[config.mk]
export PLATFORM = sky130hd
export DESIGN_NAME = xor_req_arbiter
export DESIGN_NICKNAME = d
export VERILOG_FILES = /design/src/rtl/decoder_pkg.sv /design/src/rtl/large_xor.sv /design/src/rtl/xor_req_arbiter.sv
export SDC_FILE = /design/constraint.sdc
export NUM_CORES = 1
export LEC_CHECK = 0
export ABC_AREA = 1
export BUFFER_PORTS_ARGS = -buffer_cell sky130_fd_sc_hd__buf_2
export CORE_MARGIN = 5
export CORE_UTILIZATION = 44
export DETAILED_ROUTE_END_ITERATION = 16
export PLACE_DENSITY = 0.8
export SETUP_SLACK_MARGIN = 0.02
export SLEW_MARGIN = 20
export SYNTH_ARGS = -nofsm -noshare
export SYNTH_HDL_FRONTEND = slang
export SYNTH_SLANG_ARGS = --single-unit
export TNS_END_PERCENT = 10
[constraint.sdc]
create_clock -name clk -period 3 [get_ports clk]
set_clock_uncertainty 0.2 [all_clocks]
set_input_delay 0.15 -clock clk [delete_from_list [all_inputs] [get_ports clk]]
set_output_delay 0.15 -clock clk [all_outputs]
set_load 0.02 [all_outputs]
[src/rtl/decoder_pkg.sv]
// Shared decoder definitions: default datapath width and requester IDs.
package decoder_pkg;

   localparam int unsigned DATA_W_DEFAULT = 23;

   localparam logic REQ_SYN = 1'b0;
   localparam logic REQ_COR = 1'b1;

endpackage : decoder_pkg

[src/rtl/large_xor.sv]
// Combinational bitwise XOR used by the decoder for syndrome / error-pattern correction.
module large_xor #(
   parameter int unsigned WIDTH = 23
) (
   input  logic [WIDTH-1:0] i_a,
   input  logic [WIDTH-1:0] i_b,
   output logic [WIDTH-1:0] o_y
);

   assign o_y = i_a ^ i_b;

endmodule : large_xor

[src/rtl/xor_req_arbiter.sv]
// Round-robin share of one XOR datapath between the syndrome and correction stages,
// with a one-entry registered result stage and per-requester service counters.
module xor_req_arbiter
   import decoder_pkg::*;
#(
   parameter int unsigned DATA_W = DATA_W_DEFAULT,
   parameter int unsigned CNT_W  = 8
) (
   input  logic              clk,
   input  logic              rst_n,
   input  logic              req0_valid,
   input  logic [DATA_W-1:0] req0_a,
   input  logic [DATA_W-1:0] req0_b,
   output logic              req0_ready,
   input  logic              req1_valid,
   input  logic [DATA_W-1:0] req1_a,
   input  logic [DATA_W-1:0] req1_b,
   output logic              req1_ready,
   output logic              out_valid,
   output logic [DATA_W-1:0] out_data,
   output logic              out_id,
   input  logic              out_ready,
   output logic [CNT_W-1:0]  cnt0,
   output logic [CNT_W-1:0]  cnt1
);

   logic              r_out_valid;
   logic [DATA_W-1:0] r_out_data;
   logic              r_out_id;
   logic              r_last_grant;
   logic [CNT_W-1:0]  r_cnt0;
   logic [CNT_W-1:0]  r_cnt1;

   logic              w_can_accept;
   logic              w_grant0;
   logic              w_grant1;
   logic              w_acc0;
   logic              w_acc1;
   logic              w_sel;
   logic [DATA_W-1:0] w_op_a;
   logic [DATA_W-1:0] w_op_b;
   logic [DATA_W-1:0] w_xor;

   // A full result slot can still take a new request when it drains this cycle.
   assign w_can_accept = !r_out_valid | out_ready;

   // Under contention the requester that did not win last time is granted.
   assign w_grant0 = req0_valid & (!req1_valid | (r_last_grant == REQ_COR));
   assign w_grant1 = req1_valid & (!req0_valid | (r_last_grant == REQ_SYN));

   assign req0_ready = w_grant0 & w_can_accept;
   assign req1_ready = w_grant1 & w_can_accept;

   assign w_acc0 = req0_valid & req0_ready;
   assign w_acc1 = req1_valid & req1_ready;

   assign w_sel  = w_grant1 ? REQ_COR : REQ_SYN;
   assign w_op_a = w_grant1 ? req1_a : req0_a;
   assign w_op_b = w_grant1 ? req1_b : req0_b;

   large_xor #(
      .WIDTH (DATA_W)
   ) u_large_xor (
      .i_a (w_op_a),
      .i_b (w_op_b),
      .o_y (w_xor)
   );

   always_ff @(posedge clk or negedge rst_n) begin
      if (!rst_n) begin
         r_out_valid  <= 1'b0;
         r_out_data   <= '0;
         r_out_id     <= REQ_SYN;
         r_last_grant <= REQ_COR;
         r_cnt0       <= '0;
         r_cnt1       <= '0;
      end else if (w_acc0 | w_acc1) begin
         r_out_valid  <= 1'b1;
         r_out_data   <= w_xor;
         r_out_id     <= w_sel;
         r_last_grant <= w_sel;
         if (w_acc0) r_cnt0 <= r_cnt0 + 1'b1;
         if (w_acc1) r_cnt1 <= r_cnt1 + 1'b1;
      end else if (out_ready) begin
         r_out_valid  <= 1'b0;
      end
   end

   assign out_valid = r_out_valid;
   assign out_data  = r_out_data;
   assign out_id    = r_out_id;
   assign cnt0      = r_cnt0;
   assign cnt1      = r_cnt1;

endmodule : xor_req_arbiter

==> results of run 1 <==
-- worst max-delay path by stage --
stage / slack (ns) / endpoint / start / cells past startpoint
after floorplan: 1.44 / cnt1[2]$_DFFE_PN0P_ / out_valid$_DFFE_PN0P_ / 5
after global placement: 1.08 / out_data[0]$_DFFE_PN0P_ / r_last_grant$_DFFE_PN1P_ / 8
after detailed placement: 0.99 / out_data[12]$_DFFE_PN0P_ / r_last_grant$_DFFE_PN1P_ / 8
after CTS: 0.65 / out_data[7]$_DFFE_PN0P_ / r_last_grant$_DFFE_PN1P_ / 8
after global routing: 0.48 / out_data[7]$_DFFE_PN0P_ / r_last_grant$_DFFE_PN1P_ / 8
final: 0.67 / out_data[7]$_DFFE_PN0P_ / r_last_grant$_DFFE_PN1P_ / 8
-- cell families after synthesis --
| group | synth area share [%] |
|---|---|
| AO/OA/AOI/OAI | 0.398 |
| XOR/XNOR | 18.1 |
| adder cells (fa/ha/maj) | 0.995 |
| buffers and inverters | 4.98 |
| flip-flops | 41.9 |
| AND/OR/NAND/NOR | 33.6 |
-- sequential cells by signal (all words and copies together), names as in the netlist --
signal,count
out_data,23
cnt0,8
cnt1,8
out_id,1
out_valid,1
r_last_grant,1
-- power breakdown --
group / switching, mW / internal [mW] / total, mW / leakage (nW)
combinational: 0.641 / 0.368 / 1.01 / 1.29
clock: 0.196 / 0.245 / 0.442 / 0.0579
sequential: 0.143 / 0.753 / 0.896 / 0.518
total: 0.980 / 1.37 / 2.35 / 1.87
-- worst max-delay path, stage by stage, from the launching register on --
cell                            delay (ns)
sky130_fd_sc_hd__dfstp_2              0.53
sky130_fd_sc_hd__nand2_1              0.07
sky130_fd_sc_hd__nand2_4              0.23
sky130_fd_sc_hd__inv_4                0.17
sky130_fd_sc_hd__nand2_4              0.14
sky130_fd_sc_hd__nand2_4              0.16
sky130_fd_sc_hd__nand3_1              0.12
sky130_fd_sc_hd__dlygate4sd3_1        0.55
sky130_fd_sc_hd__nand2_1              0.05
-- per-layer routing --
layer / wire (µm) / vias to the layer above / GRT usage, %
li1: - / 1285 / -
met1: 2660 / 1191 / 23.2
met2: 3440 / 102 / 33.4
met3: 460 / 12 / 3.17
met4: 148 / 0 / 6.91
met5: 0 / - / 0
-- what timing repair did --
item | in CTS | in global routing
endpoints found under the setup margin | 0 | 0
hold endpoints to repair | 47 | 0
hold buffers | 8 | 0
-- cell usage in the layout (no fill, tap or decap), types with 2 or more instances in the layout --
cell and n:
sky130_fd_sc_hd__nand2_1 154, sky130_fd_sc_hd__buf_2 139, sky130_fd_sc_hd__xnor2_1 49, sky130_fd_sc_hd__dfrtp_1 41
sky130_fd_sc_hd__nand3_1 30, sky130_fd_sc_hd__inv_1 14, sky130_fd_sc_hd__nor2_1 9, sky130_fd_sc_hd__dlygate4sd3_1 8
sky130_fd_sc_hd__clkbuf_8 5, sky130_fd_sc_hd__nand2_4 3, sky130_fd_sc_hd__xor2_1 3, sky130_fd_sc_hd__inv_4 2
sky130_fd_sc_hd__nand4_1 2, sky130_fd_sc_hd__nand3b_1 2, sky130_fd_sc_hd__o21ai_0 2, sky130_fd_sc_hd__ha_1 2
sky130_fd_sc_hd__clkinv_2 2
-- metrics by stage --
stage               util [%]  area (µm²)  hold slack (ns)  setup slack [ns]  power (mW)
detailed placement      58.5        3240            0.145             0.987        1.92
CTS                     61.9        3430          0.00256             0.654        2.38
global route            61.9        3430           0.0121             0.485        2.53
floorplan                  -        2510           -0.346              1.44        1.54
global placement        58.5        3240            0.128              1.08        1.90
finish                  61.9        3430         0.000784             0.668        2.35
-- layout make-up --
cell class | count | share of cell area (%)
Clock buffer | 5 | 2.01
Clock inverter | 3 | 1.17
Inverter | 16 | 1.90
Multi-Input combinational cell | 259 | 39.0
Sequential cell | 42 | 30.7
Tap cell | 72 | 2.63
Timing Repair Buffer | 147 | 22.6
==> Implementation_results.wiki, run 1 <==
{| class="wikitable"
! Metric !! Value
|-
| Total of fill cells in the finished design || 517
|-
| DRC violations left || 0
|-
| Crit. End Element || flip-flop
|-
| Non-filler cells, final || 544
|-
| Vias || 2590
|-
| Clock buffers created by TritonCTS || 5
|-
| Max Freq || between 400 and 500 MHz
|-
| Post-synthesis to final-layout area growth || 36.4%
|-
| Count of boundary I/O pins || 140
|-
| Primary flip-flop cell chosen by synthesis mapping || sky130_fd_sc_hd__dfrtp_1
|-
| RSZ-0062 raised after global routing || no
|-
| Post-synth top area share || 40.8%
|-
| Origin of the worst min-delay path || req0_b[9]
|-
| Endpoint required time on the critical path || 2.99 ns
|-
| Rel. slew slack || a little under two fifths
|-
| Cell area after technology mapping || 2510 µm²
|-
| Critical path launch point type || flip-flop
|-
| Final critical path time including I/O delays and setup || 2.33 ns
|-
| Vias in the first global route || 2617
|-
| Min-Delay Path Depth || 5
|-
| Count of pins over their slew limit || 0
|-
| Routed length per placed instance || between 10 and 15 µm
|-
| Depth of the worst register-to-register path || 8
|-
| Period utilisation layout || between 70% and 80%
|-
| Endpoint of the most critical register-to-register path || out_data[7]$_DFFE_PN0P_
|-
| Syn_nets || approximately 430
|-
| Actual slew at the worst max-slew pin || 0.937 ns
|-
| Mean instance size in the synthesized netlist || 7.71 µm²
|-
| Clock insertion delay at the later pin of the skew report || 0.29 ns
|-
| Count of synthesis-stage warnings from yosys || 0
|-
| Overall Global Routing Usage || 18.9%
|-
| Top post-synthesis cells by area || sky130_fd_sc_hd__dfrtp_1, sky130_fd_sc_hd__nand2_1, sky130_fd_sc_hd__xnor2_1
|-
| Worst-case clock buffer depth || 2
|-
| Routed Antenna Nets || 0
|-
| Overall routed net length || 6.71 mm
|-
| Ranking of synthesized cells by instance count || sky130_fd_sc_hd__nand2_1, sky130_fd_sc_hd__xnor2_1, sky130_fd_sc_hd__dfrtp_1
|-
| Sequential area share after synthesis || 41.9%
|-
| Vertical die dimension || 85.6 µm
|-
| HPWL Detailed || 5.32 mm
|-
| Most area-hungry cell type in the Yosys netlist || sky130_fd_sc_hd__dfrtp_1
|-
| Maximum fanout count along the critical path || 25
|-
| Maximum number of pins on one net before global-route repair || 43
|-
| Maximum level of the CTS H-tree || 2
|-
| First-pass DRT Iterations || 4
|-
| Pwr dens || 685 nW/µm²
|-
| Critical Path AT || 2.32 ns
|-
| VDD IR max || 0.308 mV
|-
| Number of placed cells counting well taps || 528
|-
| Min-delay worst type || primary input to flip-flop
|-
| FP Rows || 27
|-
| TritonCTS sink count || 42
|-
| Number of DRC violations after detailed-routing iteration 0 || 93
|-
| Total setup violations reported at the end of the flow || 0
|-
| Launch instance of the worst register-to-register path || r_last_grant$_DFFE_PN1P_
|-
| Grt ovf || 0
|-
| DIE WIDTH || between 80 and 90 µm
|-
| Count of nets after finishing || 570
|-
| Wire length of the first global-routing pass || 11.4 mm
|-
| Number of antenna violations at the first check in global routing || 0
|-
| Most repeated cell in the gate-level netlist after synthesis || sky130_fd_sc_hd__nand2_1
|-
| Initial standard-cell utilization of the core || 45.4%
|-
| Total Die Area || between 7000 and 8000 µm²
|-
| Area taken by flip-flops and latches || 1050 µm²
|-
| Leakage power summed over all cells || 1.87 nW
|-
| Setup slack, reg-to-reg || about 0.67 ns
|-
| Count of distinct cell types in the synthesized netlist || 21
|-
| Total negative slack || 0 ns
|-
| Number of maximum-capacitance constraint violations || 0
|-
| Post-cts repair resize count || 0
|-
| Area of the core || 5540 µm²
|-
| Final number of hold-violating endpoints || 0
|-
| Share of final-layout standard cells stronger than drive strength 1 || approximately a third
|-
| Number of enable flip-flop cells after synthesis || 0
|-
| Via density per instance || 4.76
|-
| Number of synthesized register bits || 42
|-
| Clock-pin slew of the registers on the worst-case setup and hold paths || 0.08 ns
|-
| Status || finished, final reports clean
|-
| Post CTS Setup Buffer Count || 0
|-
| Worst min-delay path endpoint || out_data[9]$_DFFE_PN0P_
|-
| Area used by multi-input combinational logic || 1340 µm²
|-
| Antenna cells || 0
|-
| TritonCTS clock tree || yes
|-
| RD Place Congestion || 0.784
|-
| Input/output buffers || 139
|-
| Root buffer selected by CTS || sky130_fd_sc_hd__clkbuf_8
|-
| WS Path Type || flip-flop to flip-flop
|-
| Number of instances in the synthesized netlist || 326
|-
| Fraction of registers with async set/reset || between 90% and 100%
|}
Power figures use the tool's default switching activity.
==> run 2, diff against run 1 <==
==> constraint.sdc (replaced) <==
create_clock -name clk -period 2.17 [get_ports clk]
set_clock_uncertainty 0.2 [all_clocks]
set_input_delay 0.1085 -clock clk [delete_from_list [all_inputs] [get_ports clk]]
set_output_delay 0.1085 -clock clk [all_outputs]
set_load 0.02 [all_outputs]
==> Implementation_results.wiki, run 2 (same netlist as run 1, synthesis figures left out) <==
{| class="wikitable"
! Metric !! Value
|-
| Count of boundary I/O pins || 140 (unchanged)
|-
| DRC violations left || 0 (unchanged)
|-
| Maximum number of pins on one net before global-route repair || 25 (-42%)
|-
| Final number of hold-violating endpoints || 0 (unchanged)
|-
| Smallest setup slack after layout || 0.212 ns (-0.456 ns)
|-
| Max FFs per register || 23 (unchanged)
|-
| Post CTS Setup Buffer Count || 0 (unchanged)
|-
| Chain of cells forming the critical path || nand2_1, nand2_4, buf_4, nor2_2, buf_2
|-
| Total setup violations reported at the end of the flow || 0 (unchanged)
|-
| Worst min-delay path endpoint || out_data[1]$_DFFE_PN0P_
|-
| Non-filler cells, final || 631 (+16%)
|-
| Min-Delay Path Depth || 5 (unchanged)
|-
| Count of nets after finishing || 654 (+15%)
|-
| Share of final-layout standard cells stronger than drive strength 1 || 28.4% (-4.6 points)
|-
| Endpoint required time on the critical path || 1.86 ns (-1.13 ns)
|-
| TritonCTS clock tree || yes
|-
| Launch instance of the worst register-to-register path || r_last_grant$_DFFE_PN1P_
|-
| Min-delay worst type || primary input to flip-flop
|-
| Origin of the worst min-delay path || req1_b[1]
|-
| Total of fill cells in the finished design || 372 (-28%)
|-
| Clock buffers created by TritonCTS || 5 (unchanged)
|-
| Grt ovf || 0 (unchanged)
|-
| WS Path Type || flip-flop to primary output
|-
| Count of pins over their slew limit || 0 (unchanged)
|-
| Worst-case clock buffer depth || 2 (unchanged)
|-
| Endpoint of the most critical register-to-register path || out_data[7]$_DFFE_PN0P_
|-
| Routed length per placed instance || 16.5 µm (+34%)
|-
| RSZ-0062 raised after global routing || no
|-
| Critical path launch point type || flip-flop
|-
| Vias in the first global route || 3354 (+28%)
|-
| Leakage power summed over all cells || 2.21 nW (+18%)
|-
| Post-synthesis to final-layout area growth || 69.0%
|-
| Maximum level of the CTS H-tree || 2 (unchanged)
|-
| First-pass DRT Iterations || 5 (+1)
|-
| Number of DRC violations after detailed-routing iteration 0 || 243 (+160%)
|-
| Worst Hold Margin || 0.0198 ns (+0.0190 ns)
|-
| Final critical path time including I/O delays and setup || between 1.5 and 2 ns
|-
| Pwr dens || 812 nW/µm² (+19%)
|-
| Via density per instance || 5.14 (+8.0%)
|-
| Routed Antenna Nets || 0 (unchanged)
|-
| Number of placed cells counting well taps || 532 (+0.76%)
|-
| Number of maximum-capacitance constraint violations || 0 (unchanged)
|-
| Actual slew at the worst max-slew pin || 0.397 ns (-0.539 ns)
|-
| VDD IR max || 0.448 mV (+46%)
|-
| Area of the core || 5540 µm² (unchanged)
|-
| Layout Cell Area excl Fill || 4250 µm² (+24%)
|-
| Maximum fanout count along the critical path || 24 (-4.0%)
|-
| Highest-count cells in the layout ignoring fill and taps || sky130_fd_sc_hd__nand2_1, sky130_fd_sc_hd__buf_2, sky130_fd_sc_hd__dlygate4sd3_1
|-
| Start point of the critical path || r_last_grant$_DFFE_PN1P_
|-
| Largest delay contributor family on the critical path || simple AND/OR/NAND/NOR gates
|-
| Crit path buf inv count || 2 (unchanged)
|-
| Delay contributed by the slowest stage of the critical path || 0.37 ns (-0.18 ns)
|-
| Power Total || 3.45 mW (+47%)
|-
| RD Place Congestion || 0.777 (-0.85%)
|-
| Overall routed net length || 10.4 mm (+55%)
|-
| Vertical die dimension || 85.6 µm (unchanged)
|-
| Rel. slew slack || 73.5% (+36 points)
|-
| FP Rows || 27 (unchanged)
|-
| DIE WIDTH || 85.6 µm (unchanged)
|-
| Worst path slowest cell || sky130_fd_sc_hd__dfstp_2
|-
| TritonCTS sink count || 42 (unchanged)
|-
| Clock insertion delay at the later pin of the skew report || 0.29 ns (about the same)
|-
| Input/output buffers || 139 (unchanged)
|-
| Crit. End Element || primary output
|-
| Initial standard-cell utilization of the core || 45.4% (unchanged)
|-
| Depth of the worst register-to-register path || 8 (unchanged)
|-
| Final standard cell utilization of the core || 76.7% (+15 points)
|-
| Max Freq || 511 MHz
|-
| Status || finished, final reports clean
|-
| Total negative slack || 0 ns (unchanged)
|-
| Setup Slack @ Placement || 0.345 ns (-0.642 ns)
|-
| Period utilisation layout || 90.2%
|-
| Number of antenna violations at the first check in global routing || 1 (+1)
|-
| Post-cts repair resize count || 0 (unchanged)
|-
| Overall Global Routing Usage || 29.1% (+10 points)
|-
| Wire length of the first global-routing pass || 16.7 mm (+47%)
|-
| Setup slack, reg-to-reg || 0.23 ns (-0.44 ns)
|-
| HPWL Detailed || 5.27 mm (-0.90%)
|-
| Critical Path AT || 1.65 ns (-0.67 ns)
|-
| Most frequent standard cell in the layout excluding fill and tap cells || sky130_fd_sc_hd__nand2_1
|-
| Root buffer selected by CTS || sky130_fd_sc_hd__clkbuf_8
|-
| Clock-pin slew of the registers on the worst-case setup and hold paths || 0.07 ns (about the same)
|-
| Area post-placement || 3270 µm² (+0.93%)
|-
| Vias || 3245 (+25%)
|-
| Total Die Area || 7320 µm² (unchanged)
|}
## run 2: changes by cell type in the layout (fill, tap and decap cells not counted), moves of 2 or more
cell and change:
sky130_fd_sc_hd__clkbuf_1 +2, sky130_fd_sc_hd__diode_2 +3, sky130_fd_sc_hd__dlygate4sd3_1 +80, sky130_fd_sc_hd__buf_4 +4
sky130_fd_sc_hd__clkinv_2 -2
## run 2: metal layers
layer	global-route usage [%]	vias up	wire length, µm
met5	0	-	0
met4	17.8	0	665
met3	7.49	60	871
met2	52.8	202	5300
met1	29.6	1517	3580
li1	-	1466	-
## run 2: report_power, final
| group | internal, mW | switching [mW] |
|---|---|---|
| Sequential | 1.04 | 0.221 |
| Combinational | 0.660 | 1.01 |
| Clock | 0.260 | 0.259 |
| Total | 1.96 | 1.49 |
## run 2: timing repair
item | 4_1_cts | 5_1_grt
hold buffers | 88 | 0
hold endpoints to repair | 65 | 0
setup endpoints to repair | 0 | 0
## run 2: worst min-delay path, cell delays in order
cell                      delay [ns]
sky130_fd_sc_hd__buf_2          0.08
sky130_fd_sc_hd__xnor2_1        0.08
sky130_fd_sc_hd__nand2_1        0.07
sky130_fd_sc_hd__nand3_1        0.07
sky130_fd_sc_hd__nand2_1        0.06
## run 2: final cells by class
cell class	instances	area [µm²]	share of cell area (%)
Timing Repair Buffer	231	1610	37.8
Multi-Input combinational cell	259	1340	31.5
Sequential cell	42	1050	24.8
Clock buffer	8	90.1	2.12
Tap cell	72	90.1	2.12
Inverter	16	65.1	1.53
Antenna cell	3	7.51	0.177
## run 2: worst max path at each step
stage          slack (ns)  cells past startpoint                       end
2_1_floorplan        0.61                      5       cnt1[2]$_DFFE_PN0P_
3_3_place_gp         0.39                      7  out_data[14]$_DFFE_PN0P_
3_5_place_dp         0.35                      7  out_data[12]$_DFFE_PN0P_
4_1_cts              0.21                      5                req1_ready
5_1_grt              0.10                      7   out_data[7]$_DFFE_PN0P_
6_report             0.21                      5                req1_ready
==> run 3, diff against run 2 <==
--- a/config.mk
+++ b/config.mk
@@ -8,9 +8,10 @@
 export ABC_AREA = 1
 export BUFFER_PORTS_ARGS = -buffer_cell sky130_fd_sc_hd__buf_2
 export CORE_MARGIN = 5
-export CORE_UTILIZATION = 44
+export CORE_UTILIZATION = 45
 export DETAILED_ROUTE_END_ITERATION = 16
-export PLACE_DENSITY = 0.8
+export GPL_ROUTABILITY_DRIVEN = 0
+export PLACE_DENSITY = 0.81
 export SETUP_SLACK_MARGIN = 0.02
 export SLEW_MARGIN = 20
 export SYNTH_ARGS = -nofsm -noshare
==> Implementation_results.wiki, run 3 (same netlist as run 1, synthesis figures left out) <==
{| class="wikitable"
! Metric !! Value
|-
| Sequential power share || 36.8% (+0.2 points)
|-
| Maximum level of the CTS H-tree || 2 (unchanged)
|-
| WS Path Type || flip-flop to primary output
|-
| Clk pwr share || 15.2% (about the same)
|-
| FP Rows || 27 (unchanged)
|-
| Number of DRC violations after detailed-routing iteration 0 || 144 (-41%)
|-
| Chain of cells forming the critical path || nand2_1, nand2_4, buf_4, nor2_2, buf_2
|-
| Met2 track demand over resource || 50.3% (-2.5 points)
|-
| Internal power || 1.97 mW (+0.24%)
|-
| Area taken by flip-flops and latches || 1050 µm² (unchanged)
|-
| DIE WIDTH || 84.7 µm (-0.99%)
|-
| First-pass DRT Iterations || 4 (-1)
|-
| Share of final-layout standard cells stronger than drive strength 1 || 28.3% (-0.075 points)
|-
| Area of the core || 5470 µm² (-1.2%)
|-
| TritonCTS sink count || 42 (unchanged)
|-
| VDD IR max || 0.422 mV (-5.8%)
|-
| Critical Path AT || 1.64 ns (about the same)
|-
| Rel. slew slack || 72.9% (-0.63 points)
|-
| Status || finished, final reports clean
|-
| Worst-case clock buffer depth || 2 (unchanged)
|-
| DRC violations left || 0 (unchanged)
|-
| RSZ-0062 raised after global routing || no
|-
| Number of placed cells counting well taps || 532 (unchanged)
|-
| Hold buffers post-CTS || 93 (+5.7%)
|-
| Logic gate share of total power || 48.0% (-0.3 points)
|-
| Switching part of the total power || 42.7% (-0.40 points)
|-
| TritonCTS clock tree || yes
|-
| Met3 capacity usage during global routing || 7.36% (-0.13 points)
|-
| Number of maximum-capacitance constraint violations || 0 (unchanged)
|-
| Worst Hold Margin || 0.0428 ns (+0.0230 ns)
|-
| Crit path buf inv count || 2 (unchanged)
|-
| Most frequent standard cell in the layout excluding fill and tap cells || sky130_fd_sc_hd__nand2_1
|-
| Vias in the first global route || 3376 (+0.66%)
|-
| Pwr dens || 800 nW/µm² (-1.5%)
|-
| Post-cts repair resize count || 0 (unchanged)
|-
| Wire length of the first global-routing pass || 16.0 mm (-4.3%)
|-
| Total setup violations reported at the end of the flow || 0 (unchanged)
|-
| Max FFs per register || 23 (unchanged)
|-
| Routed Antenna Nets || 0 (unchanged)
|-
| Min-delay worst type || primary input to flip-flop
|-
| Final number of hold-violating endpoints || 0 (unchanged)
|-
| Grt met1 use || 27.3% (-2.4 points)
|-
| Max Freq || 512 MHz (+0.30%)
|-
| Highest-count cells in the layout ignoring fill and taps || sky130_fd_sc_hd__nand2_1, sky130_fd_sc_hd__buf_2, sky130_fd_sc_hd__dlygate4sd3_1
|-
| Actual slew at the worst max-slew pin || 0.407 ns (+0.00937 ns)
|-
| Delay contributed by the slowest stage of the critical path || 0.38 ns (about the same)
|-
| Maximum fanout count along the critical path || 24 (unchanged)
|-
| Grt ovf || 0 (unchanged)
|-
| Antenna cells || 0 (-3)
|-
| Maximum number of pins on one net before global-route repair || 25 (unchanged)
|-
| Overall Global Routing Usage || 28.0% (-1.0 points)
|-
| Clock-pin slew of the registers on the worst-case setup and hold paths || 0.08 ns (about the same)
|-
| Vertical die dimension || 84.7 µm (-0.99%)
|-
| Via density per instance || 5.00 (-2.7%)
|-
| Count of nets after finishing || 659 (+0.76%)
|-
| Area post-placement || 3270 µm² (unchanged)
|-
| Vias || 3168 (-2.4%)
|-
| Clock insertion delay at the later pin of the skew report || 0.29 ns (about the same)
|-
| Overall routed net length || 9.97 mm (-4.3%)
|-
| Worst path slowest cell || sky130_fd_sc_hd__dfstp_2
|-
| Crit. End Element || primary output
|-
| Routed length per placed instance || 15.8 µm (-4.6%)
|-
| Total negative slack || 0 ns (unchanged)
|-
| Layout Cell Area excl Fill || 4290 µm² (+1.0%)
|-
| Initial standard-cell utilization of the core || 45.9% (+0.56 points)
|-
| Final critical path time including I/O delays and setup || 1.95 ns (-0.00581 ns)
|-
| Leakage power summed over all cells || 2.23 nW (+1.1%)
|-
| Total Die Area || 7180 µm² (-2.0%)
|-
| HPWL Detailed || 5.16 mm (-2.1%)
|-
| Post-synthesis to final-layout area growth || 70.7%
|-
| Layer with the highest usage || met2
|-
| Area used by multi-input combinational logic || 1340 µm² (unchanged)
|-
| Clock buffers created by TritonCTS || 5 (unchanged)
|-
| Critical path launch point type || flip-flop
|-
| Endpoint required time on the critical path || 1.86 ns (about the same)
|-
| Largest delay contributor family on the critical path || simple AND/OR/NAND/NOR gates
|-
| Input/output buffers || 139 (unchanged)
|-
| Number of antenna violations at the first check in global routing || 0 (-1)
|-
| Count of boundary I/O pins || 140 (unchanged)
|-
| Root buffer selected by CTS || sky130_fd_sc_hd__clkbuf_8
|-
| Net load switching power || 1.47 mW (-1.4%)
|-
| Post CTS Setup Buffer Count || 0 (unchanged)
|-
| Total of fill cells in the finished design || 365 (-1.9%)
|-
| Count of pins over their slew limit || 0 (unchanged)
|-
| Power Total || 3.43 mW (-0.45%)
|-
| Non-filler cells, final || 633 (+0.32%)
|-
| Period utilisation layout || 89.9% (-0.27 points)
|}
run 3: cell count changes in the layout (fill, tap and decap cells not counted), sizes merged:
cell	delta
dlygate4sd3	+5
diode	-3
clkbuf	-1
clkinv	+1
run 3: cell type report:
class	instances	share of cell area [%]
inverter	16	1.52
multi-input combinational	259	31.1
timing repair buffer	236	38.6
clock buffer	7	2.01
tap	72	2.10
sequential	42	24.5
clock inverter	1	0.117
run 3: per-layer routing:
metal / share of wire (%) / vias to the layer above
met5: 0 / -
met4: 7.5 / 0
met3: 6.8 / 64
met2: 52 / 177
met1: 34 / 1458
li1: - / 1469
run 3: worst paths after layout:
path	slack, ns	from	cells past startpoint	to
max	0.22	r_last_grant$_DFFE_PN1P_	5	req1_ready
min	0.04	req0_valid	3	cnt0[0]$_DFFE_PN0P_
max reg2reg	0.27	r_last_grant$_DFFE_PN1P_	8	out_data[21]$_DFFE_PN0P_
min reg2reg	0.28	out_id$_DFFE_PN0P_	2	out_id$_DFFE_PN0P_
max in group asynchronous	1.13	rst_n	3	r_last_grant$_DFFE_PN1P_
min in group asynchronous	0.07	rst_n	2	cnt0[2]$_DFFE_PN0P_
run 3: power by group through the flow:
stage | Sequential (mW) | Combinational [mW] | Clock, mW
2_1_floorplan | 1.54 | 0.592 | 0
3_3_place_gp | 1.26 | 1.37 | 0
3_5_place_dp | 1.26 | 1.40 | 0
4_1_cts | 1.25 | 1.59 | 0.526
5_1_grt | 1.30 | 1.79 | 0.572
6_report | 1.26 | 1.65 | 0.522
run 3: metrics by stage:
stage,setup slack [ns],utilization [%]
finish,0.218,78.4
global placement,0.413,59.7
detailed placement,0.369,59.7
CTS,0.213,78.4
global route,0.122,78.4
floorplan,0.613,-
run 3: tightest hold or removal path, delay by kind of cell:
family | cells | cell delay [ns]
xor+xnor | 1 | 0.09
simple gates | 1 | 0.17
buf+inv | 1 | 0.12
